===== src/rtl/alu_pkg.sv =====
// Shared types and helpers for the two-requester ALU scheduler.
package alu_pkg;

  localparam int CNT_W = 8;

  typedef enum logic [2:0] {
    ALU_ADD = 3'b000,
    ALU_SUB = 3'b001,
    ALU_MUL = 3'b010,
    ALU_DIV = 3'b011,
    ALU_ASR = 3'b100,
    ALU_LSR = 3'b101,
    ALU_LSL = 3'b110,
    ALU_DEF = 3'b111
  } alu_op_e;

  typedef enum logic [1:0] {
    ST_IDLE = 2'd0,
    ST_EXEC = 2'd1,
    ST_RESP = 2'd2
  } sched_state_e;

  // Cycles the operands must stay on the ALU for a given op.
  function automatic logic [CNT_W-1:0] op_latency(input logic [2:0] op,
                                                  input int mul_cyc,
                                                  input int div_cyc);
    logic [CNT_W-1:0] lat;
    case (alu_op_e'(op))
      ALU_MUL: lat = CNT_W'(mul_cyc);
      ALU_DIV: lat = CNT_W'(div_cyc);
      default: lat = CNT_W'(1);
    endcase
    return lat;
  endfunction

endpackage


===== src/rtl/alu_sched_if.sv =====
// Requester/response handshake bundle between the two requesters and the scheduler.
interface alu_sched_if #(parameter int WIDTH = 32);

  logic [1:0]       req_valid;
  logic [1:0]       req_ready;
  logic [WIDTH-1:0] req_a0;
  logic [WIDTH-1:0] req_b0;
  logic [2:0]       req_op0;
  logic [WIDTH-1:0] req_a1;
  logic [WIDTH-1:0] req_b1;
  logic [2:0]       req_op1;
  logic [1:0]       rsp_valid;
  logic [1:0]       rsp_ready;
  logic [WIDTH-1:0] rsp_c;
  logic             rsp_z;
  logic             rsp_n;
  logic             rsp_err;

  modport master (
    output req_valid, req_a0, req_b0, req_op0, req_a1, req_b1, req_op1, rsp_ready,
    input  req_ready, rsp_valid, rsp_c, rsp_z, rsp_n, rsp_err
  );

  modport slave (
    input  req_valid, req_a0, req_b0, req_op0, req_a1, req_b1, req_op1, rsp_ready,
    output req_ready, rsp_valid, rsp_c, rsp_z, rsp_n, rsp_err
  );

endinterface


===== src/rtl/rr_arb2.sv =====
// Two-way round-robin arbiter: on a tie the requester not served last wins.
module rr_arb2 (
  input  logic [1:0] req,
  input  logic       last,
  output logic [1:0] grant
);

  // Grant decode from request vector and last-served pointer.
  always_comb begin
    grant = 2'b00;
    case (req)
      2'b01:   grant = 2'b01;
      2'b10:   grant = 2'b10;
      2'b11:   grant = last ? 2'b01 : 2'b10;
      default: grant = 2'b00;
    endcase
  end

endmodule


===== src/rtl/alu_sched.sv =====
// Arbitrates two requesters onto one ALU, holds operands for a multicycle window, returns results.
module alu_sched
  import alu_pkg::*;
#(
  parameter int WIDTH   = 32,
  parameter int MUL_CYC = 2,
  parameter int DIV_CYC = 4
) (
  input  logic             clk,
  input  logic             rst_n,
  alu_sched_if.slave       bus,
  output logic [WIDTH-1:0] alu_a,
  output logic [WIDTH-1:0] alu_b,
  output logic [2:0]       alu_sel,
  input  logic [WIDTH-1:0] alu_c,
  input  logic             alu_z,
  input  logic             alu_n,
  output logic             busy
);

  sched_state_e     state_r, state_s;
  logic [CNT_W-1:0] cnt_r;
  logic             owner_r, last_r, div0_r;
  logic [1:0]       grant_s, rsp_valid_r;
  logic [WIDTH-1:0] sel_a_s, sel_b_s, rsp_c_r;
  logic [2:0]       sel_op_s;
  logic             sel_div0_s, accept_s, rsp_z_r, rsp_n_r, rsp_err_r, busy_r;

  rr_arb2 u_arb (
    .req   (bus.req_valid),
    .last  (last_r),
    .grant (grant_s)
  );

  // Next state, handshake decode and operand mux for the granted requester.
  always_comb begin
    state_s       = state_r;
    bus.req_ready = 2'b00;
    accept_s      = 1'b0;
    sel_a_s       = grant_s[1] ? bus.req_a1  : bus.req_a0;
    sel_b_s       = grant_s[1] ? bus.req_b1  : bus.req_b0;
    sel_op_s      = grant_s[1] ? bus.req_op1 : bus.req_op0;
    sel_div0_s    = (sel_op_s == 3'(ALU_DIV)) && (sel_b_s == '0);
    case (state_r)
      ST_IDLE: begin
        bus.req_ready = grant_s;
        if (|grant_s) begin
          accept_s = 1'b1;
          state_s  = ST_EXEC;
        end else begin
          state_s  = ST_IDLE;
        end
      end
      ST_EXEC: begin
        if (cnt_r == CNT_W'(1)) state_s = ST_RESP;
        else                    state_s = ST_EXEC;
      end
      ST_RESP: begin
        if (bus.rsp_ready[owner_r]) state_s = ST_IDLE;
        else                        state_s = ST_RESP;
      end
      default: state_s = ST_IDLE;
    endcase
  end

  // Control registers: state, hold counter, owner and round-robin pointer.
  always_ff @(posedge clk or negedge rst_n) begin
    if (!rst_n) begin
      state_r     <= ST_IDLE;
      cnt_r       <= '0;
      owner_r     <= 1'b0;
      last_r      <= 1'b1;
      div0_r      <= 1'b0;
      busy_r      <= 1'b0;
      rsp_valid_r <= 2'b00;
    end else begin
      state_r <= state_s;
      busy_r  <= (state_s != ST_IDLE);
      if (accept_s) begin
        owner_r <= grant_s[1];
        div0_r  <= sel_div0_s;
        // Divide by zero never touches the ALU result, so one cycle suffices.
        cnt_r   <= sel_div0_s ? CNT_W'(1) : op_latency(sel_op_s, MUL_CYC, DIV_CYC);
      end else if (state_r == ST_EXEC) begin
        cnt_r <= cnt_r - CNT_W'(1);
      end else begin
        cnt_r <= cnt_r;
      end
      if (state_r == ST_EXEC && state_s == ST_RESP) begin
        rsp_valid_r <= owner_r ? 2'b10 : 2'b01;
      end else if (state_r == ST_RESP && state_s == ST_IDLE) begin
        rsp_valid_r <= 2'b00;
        last_r      <= owner_r;
      end else begin
        rsp_valid_r <= rsp_valid_r;
      end
    end
  end

  // Datapath registers: ALU operands held from accept, result captured at end of EXEC.
  always_ff @(posedge clk or negedge rst_n) begin
    if (!rst_n) begin
      alu_a     <= '0;
      alu_b     <= '0;
      alu_sel   <= 3'b000;
      rsp_c_r   <= '0;
      rsp_z_r   <= 1'b0;
      rsp_n_r   <= 1'b0;
      rsp_err_r <= 1'b0;
    end else begin
      if (accept_s) begin
        alu_a   <= sel_a_s;
        alu_b   <= sel_b_s;
        alu_sel <= sel_op_s;
      end
      if (state_r == ST_EXEC && state_s == ST_RESP) begin
        rsp_c_r   <= div0_r ? '1   : alu_c;
        rsp_z_r   <= div0_r ? 1'b0 : alu_z;
        rsp_n_r   <= div0_r ? 1'b0 : alu_n;
        rsp_err_r <= div0_r;
      end
    end
  end

  assign bus.rsp_valid = rsp_valid_r;
  assign bus.rsp_c     = rsp_c_r;
  assign bus.rsp_z     = rsp_z_r;
  assign bus.rsp_n     = rsp_n_r;
  assign bus.rsp_err   = rsp_err_r;
  assign busy          = busy_r;

endmodule

===== src/flat_wrapper.sv =====
// flat-port wrapper written by rule: the top's interface ports become plain ports
module alu_sched_flat import alu_pkg::*;
#(
  parameter int WIDTH   = 32,
  parameter int MUL_CYC = 2,
  parameter int DIV_CYC = 4
)
  (clk, rst_n, alu_a, alu_b, alu_sel, alu_c, alu_z, alu_n, busy, bus_req_valid, bus_req_a0, bus_req_b0, bus_req_op0, bus_req_a1, bus_req_b1, bus_req_op1, bus_rsp_ready, bus_req_ready, bus_rsp_valid, bus_rsp_c, bus_rsp_z, bus_rsp_n, bus_rsp_err);
  alu_sched_if #(.WIDTH(WIDTH)) bus_i ();
  input  logic clk;
  input  logic rst_n;
  output logic [WIDTH-1:0] alu_a;
  output logic [WIDTH-1:0] alu_b;
  output logic [2:0] alu_sel;
  input  logic [WIDTH-1:0] alu_c;
  input  logic alu_z;
  input  logic alu_n;
  output logic busy;
  input wire logic [$bits(bus_i.req_valid)-1:0] bus_req_valid;
  input wire logic [$bits(bus_i.req_a0)-1:0] bus_req_a0;
  input wire logic [$bits(bus_i.req_b0)-1:0] bus_req_b0;
  input wire logic [$bits(bus_i.req_op0)-1:0] bus_req_op0;
  input wire logic [$bits(bus_i.req_a1)-1:0] bus_req_a1;
  input wire logic [$bits(bus_i.req_b1)-1:0] bus_req_b1;
  input wire logic [$bits(bus_i.req_op1)-1:0] bus_req_op1;
  input wire logic [$bits(bus_i.rsp_ready)-1:0] bus_rsp_ready;
  output wire logic [$bits(bus_i.req_ready)-1:0] bus_req_ready;
  output wire logic [$bits(bus_i.rsp_valid)-1:0] bus_rsp_valid;
  output wire logic [$bits(bus_i.rsp_c)-1:0] bus_rsp_c;
  output wire logic [$bits(bus_i.rsp_z)-1:0] bus_rsp_z;
  output wire logic [$bits(bus_i.rsp_n)-1:0] bus_rsp_n;
  output wire logic [$bits(bus_i.rsp_err)-1:0] bus_rsp_err;
  assign bus_i.req_valid = bus_req_valid;
  assign bus_i.req_a0 = bus_req_a0;
  assign bus_i.req_b0 = bus_req_b0;
  assign bus_i.req_op0 = bus_req_op0;
  assign bus_i.req_a1 = bus_req_a1;
  assign bus_i.req_b1 = bus_req_b1;
  assign bus_i.req_op1 = bus_req_op1;
  assign bus_i.rsp_ready = bus_rsp_ready;
  assign bus_req_ready = bus_i.req_ready;
  assign bus_rsp_valid = bus_i.rsp_valid;
  assign bus_rsp_c = bus_i.rsp_c;
  assign bus_rsp_z = bus_i.rsp_z;
  assign bus_rsp_n = bus_i.rsp_n;
  assign bus_rsp_err = bus_i.rsp_err;
  alu_sched #(.WIDTH(WIDTH), .MUL_CYC(MUL_CYC), .DIV_CYC(DIV_CYC)) u_core (.clk(clk), .rst_n(rst_n), .bus(bus_i), .alu_a(alu_a), .alu_b(alu_b), .alu_sel(alu_sel), .alu_c(alu_c), .alu_z(alu_z), .alu_n(alu_n), .busy(busy));
endmodule

===== config.mk =====
export PLATFORM = sky130hd
export DESIGN_NAME = alu_sched_flat
export DESIGN_NICKNAME = d
export VERILOG_FILES = /design/src/rtl/alu_pkg.sv /design/src/rtl/alu_sched_if.sv /design/src/rtl/rr_arb2.sv /design/src/rtl/alu_sched.sv /design/src/flat_wrapper.sv
export SDC_FILE = /design/constraint.sdc
export NUM_CORES = 1
export LEC_CHECK = 0
export CORE_MARGIN = 4
export CORE_UTILIZATION = 41
export CTS_BUF_LIST = sky130_fd_sc_hd__clkbuf_8
export DETAILED_ROUTE_END_ITERATION = 8
export GPL_TIMING_DRIVEN = 0
export PLACE_DENSITY_LB_ADDON = 0.15
export SYNTH_ARGS = -nofsm -noshare
export SYNTH_HDL_FRONTEND = slang
export SYNTH_SLANG_ARGS = --single-unit

===== constraint.sdc =====
create_clock -name clk -period 5.93 [get_ports clk]
set_clock_uncertainty 0.15 [all_clocks]
set_input_delay 0.8895 -clock clk [delete_from_list [all_inputs] [get_ports clk]]
set_output_delay 0.8895 -clock clk [all_outputs]
set_load 0.005 [all_outputs]

==> out/summary.md, run 1 <==
Subtracting the final worst setup slack from the clock period gives 4.66 ns. The power consumption is 3.86 mW, and the count of nets after finishing is 1020. In the final routed layout, each cell accounts on average for 16.6 um.

The post-synth design cell area is 5480 sq um. The library cells used most frequently in the layout, excluding fill and tap cells, are 279 x clkdlybuf4s50_1, 117 x dfrtp_1, 107 x nand2_1, 73 x o21ai_0, 69 x mux2i_1. For the total iterations of the first detailed-routing run, the log shows 4. In the global route stage, met2 resource usage came out at 39.6%. The top fanout value on the critical path works out to 10. The tool flagged a number of max-cap violations equal to 0. Setup violations remaining at the end of the flow were counted as 0. The die covers 15300 sq um. The critical path starts at bus_req_valid[0]. The H-tree was split into 4 levels. For this run, the top clock speed supported by timing is 215 MHz. The remaining antenna violation count was 0. After detailed routing, the number of vias per cell comes to 5.01.

Synthesis handed over a netlist of 544 instances. Headroom to the max-slew limit came out at 56.0%. Starting density of the core: 42.6%. Number of different library cells in the post-synthesis netlist: 38.

Number of top-level pins: 281. The startpoint identified for the worst register-to-register timing path is u_core.state_r[1]. The share of cells above drive strength 1 works out to 8.18%. The synthesized design contains 118 register bits.

0 antenna diodes ended up in the layout. Summed over all layers, the routed wires come to 17.1 mm. Largest voltage drop on the vdd net: 0.228 mV.

The run gives 3.59 ns as the worst-case register-to-register setup slack. The type of element capturing the critical path is a primary output. The remaining routing DRC violations was 0. Global routing finished with a remaining overflow of 0. Count of final max-slew check failures: 0.

In this run the worst setup path terminates at bus_req_ready[1]. Entering global routing, the biggest net connects 70 pins. The average instance in the mapped netlist occupies 10.1 sq um. For this run, global-route usage on met1 was measured as 24.8%.

The logs give 6.18% for the met3 usage in global routing and 996 for the number of fillers in the final layout. Of the total power, registers draw 36.7%. The master cell of the clock root buffer is clkbuf_8. Detailed placement finished with a half-perimeter wire length of 13.8 mm.

Global routing used 21.9% of the available tracks. The synthesis-to-finish area growth was 62.4%; the number of placement rows was 41. The most utilized layer in the global route result was met2.

The post-cts gate resize count came out at 0. At the pin with the least slew margin, the transition time is 0.660 ns. The logs give 45.2% for the combinational fraction of design power and 720 for the post-synthesis net count.

The logs give 0 for the final hold violation count and 53.9% for the share of synthesized area occupied by flip-flops and latches. During synthesis, Yosys emitted a total of 0 warnings. At the worst endpoint, the arrival time is 3.62 ns. The vertical die dimension works out to 124 um. The share of total power consumed by net switching came out at 33.0%. The flow ran to the end, and the final reports show no timing, DRC or antenna violations. Cells fill 69.2% of the core in the end. The die extent in x was 124 um. The most common cell after layout, fill and taps aside is clkdlybuf4s50_1.

The critical path is of the primary input to primary output type. The number of cells traversed by the worst register-to-register path came out at 6. The post-CTS clock slew at the launch and capture registers of the worst setup and hold paths was 0.07 ns; the TritonCTS sink count was 118. The number of buffers created by CTS was 17; the part of the power in the clock network was 18.0%. Launching element type of the critical path: a primary input.

Data on the critical path is required at its endpoint by 4.89 ns. Cell internal power was estimated by the tool at 2.59 mW. The first-pass GRT wire length is 26.1 mm, and the power density normalized to cell area is 434 nW/um^2. The run gives 5152 as the total vias in the final route.

In this run the post-CTS setup repair buffer count came out at 0. Buffers placed on the I/O ports in this run total 280. Setup repair after global routing left no endpoint under its margin. The analysis attributes to net switching a power of 1.27 mW. Static power due to leakage: 3.92 nW. Number of antenna violations at the first check in global routing: 0.

TritonCTS built the clock tree. The final period utilization is 78.6%, and the buffer depth of the longest clock path is 2. Buffers inserted to repair hold after CTS numbered 0. In this run, the number of DRC markers left after iteration 0 of detailed routing was 261. For the clock insertion delay at the later pin of the skew report, the log shows 0.42 ns.

Capture point of the worst reg-to-reg path: u_core.state_r[0]. The worst hold path belongs to the class primary input to async pin. The floorplan step defined a core boundary enclosing 12900 sq um. The final weighted congestion in routability-driven placement was 0.900.

The tools report the via count of the first global-routing pass as 5427.
-- worst max-delay path, stage by stage --
cell and delay, ns:
clkdlybuf4s50_1 0.47, o21ai_0 0.50, clkbuf_1 0.44, buf_2 0.31, clkbuf_1 0.41, a21oi_1 0.08, clkdlybuf4s50_1 0.51
-- per-stage QoR --
| stage | setup TNS, ns | setup slack [ns] | area (sq um) | cells | hold slack (ns) |
|---|---|---|---|---|---|
| 3_5_place_dp | 0 | 1.27 | 8530 | 997 | 0.318 |
| 5_1_grt | 0 | 1.12 | 8900 | 1028 | 0.256 |
| 3_3_place_gp | -65.29 | -0.569 | 8500 | 996 | 0.308 |
| 6_report | 0 | 1.27 | 8900 | 1028 | 0.249 |
| 4_1_cts | 0 | 1.25 | 8900 | 1028 | 0.238 |
| 2_1_floorplan | 0 | 2.89 | 5480 | 544 | 0.298 |
-- area by class of cell --
class | instances | area, sq um | area share [%]
buffer | 37 | 203 | 2.28
clock buffer | 19 | 262 | 2.94
clock inverter | 12 | 114 | 1.28
inverter | 3 | 11.3 | 0.126
multi-input combinational | 386 | 2310 | 26.0
sequential | 118 | 2950 | 33.2
tap | 172 | 215 | 2.42
timing repair buffer | 281 | 2830 | 31.8
-- power groups by stage --
stage	clock (mW)	combinational (mW)	sequential, mW
floorplan	0	0.673	1.44
CTS	0.713	1.78	1.42
global route	0.745	1.93	1.47
global placement	0	1.73	1.41
detailed placement	0	1.77	1.43
finish	0.697	1.75	1.42
-- synth_stat cells, drive strengths merged --
master | n | share of area [%]
o311ai | 2 | 0.32
o31ai | 1 | 0.14
nor4b | 1 | 0.43
a21oi | 6 | 0.55
o32a | 1 | 0.18
ha | 2 | 0.46
a211oi | 2 | 0.27
o41ai | 2 | 0.32
or3b | 1 | 0.16
nand2 | 107 | 7.3
nand4 | 4 | 0.46
dfrtp | 117 | 53
nor4 | 16 | 1.8
and3 | 2 | 0.23
nand3b | 3 | 0.41
mux2 | 1 | 0.27
a21boi | 1 | 0.14
and2 | 1 | 0.11
buf | 19 | 2.5
nor2 | 36 | 2.5
inv | 3 | 0.21
o21ai | 109 | 11
and2b | 1 | 0.14
o211ai | 1 | 0.14
nor3 | 2 | 0.18
mux2i | 69 | 13
nand2b | 5 | 0.57
nand3 | 5 | 0.46
or4 | 2 | 0.34
a21o | 1 | 0.14
o21a | 2 | 0.27
dfstp | 1 | 0.48
clkbuf | 18 | 1.2
-- logic make-up after synthesis --
group,count (synthesis),synth area share [%]
AO/OA/AOI/OAI,128,13.8
AND/OR/NAND/NOR,186,15.1
flip-flops,118,53.9
adder cells (fa/ha/maj),2,0.456
multiplexers,70,12.9
buffers and inverters,40,3.90
-- layer usage --
layer / share of wire (%) / up-vias
li1: - / 2504
met1: 39 / 2412
met2: 52 / 215
met3: 8.1 / 21
met4: 1.4 / 0
met5: 0 / -
-- worst min path at each step --
stage	slack, ns	from	to	depth (start not counted)
final	0.25	rst_n	u_core.bus.rsp_c[10]	1
after global routing	0.26	rst_n	u_core.bus.rsp_c[7]	1
after CTS	0.24	rst_n	u_core.bus.rsp_c[7]	1
after detailed placement	0.32	u_core.bus.rsp_c[31]	u_core.bus.rsp_c[31]	2
after global placement	0.31	u_core.bus.rsp_c[12]	u_core.bus.rsp_c[12]	2
after floorplan	0.30	u_core.cnt_r[6]	u_core.cnt_r[6]	1
-- state kept, by name (all words and copies together), names as in the netlist --
signal / count
u_core.div0_r: 1
u_core.bus.rsp_valid: 2
u_core.cnt_r: 8
u_core.alu_sel: 3
u_core.bus.rsp_n: 1
u_core.bus.rsp_z: 1
u_core.state_r: 2
u_core.owner_r: 1
u_core.bus.rsp_err: 1
u_core.busy: 1
u_core.alu_a: 32
u_core.bus.rsp_c: 32
u_core.alu_b: 32
u_core.last_r: 1
Note: power is estimated with default switching activity, not from simulation.
==> run 2, diff against run 1 <==
- clock period: 5.93 -> 4.5 ns (I/O delays scaled with it)
==> results of run 2 <==
Same layout as run 1 (identical final DEF). Status: finished, final reports clean.
Main changes from that run: setup slack after placement 1.27 ns -> 0.270 ns; setup slack after layout 1.27 ns -> 0.271 ns; hold slack 0.249 ns -> 0.0347 ns; register-to-register setup slack 3.59 ns -> 2.16 ns; total power 3.86 mW -> 5.09 mW; worst IR drop on VDD 0.228 mV -> 0.301 mV
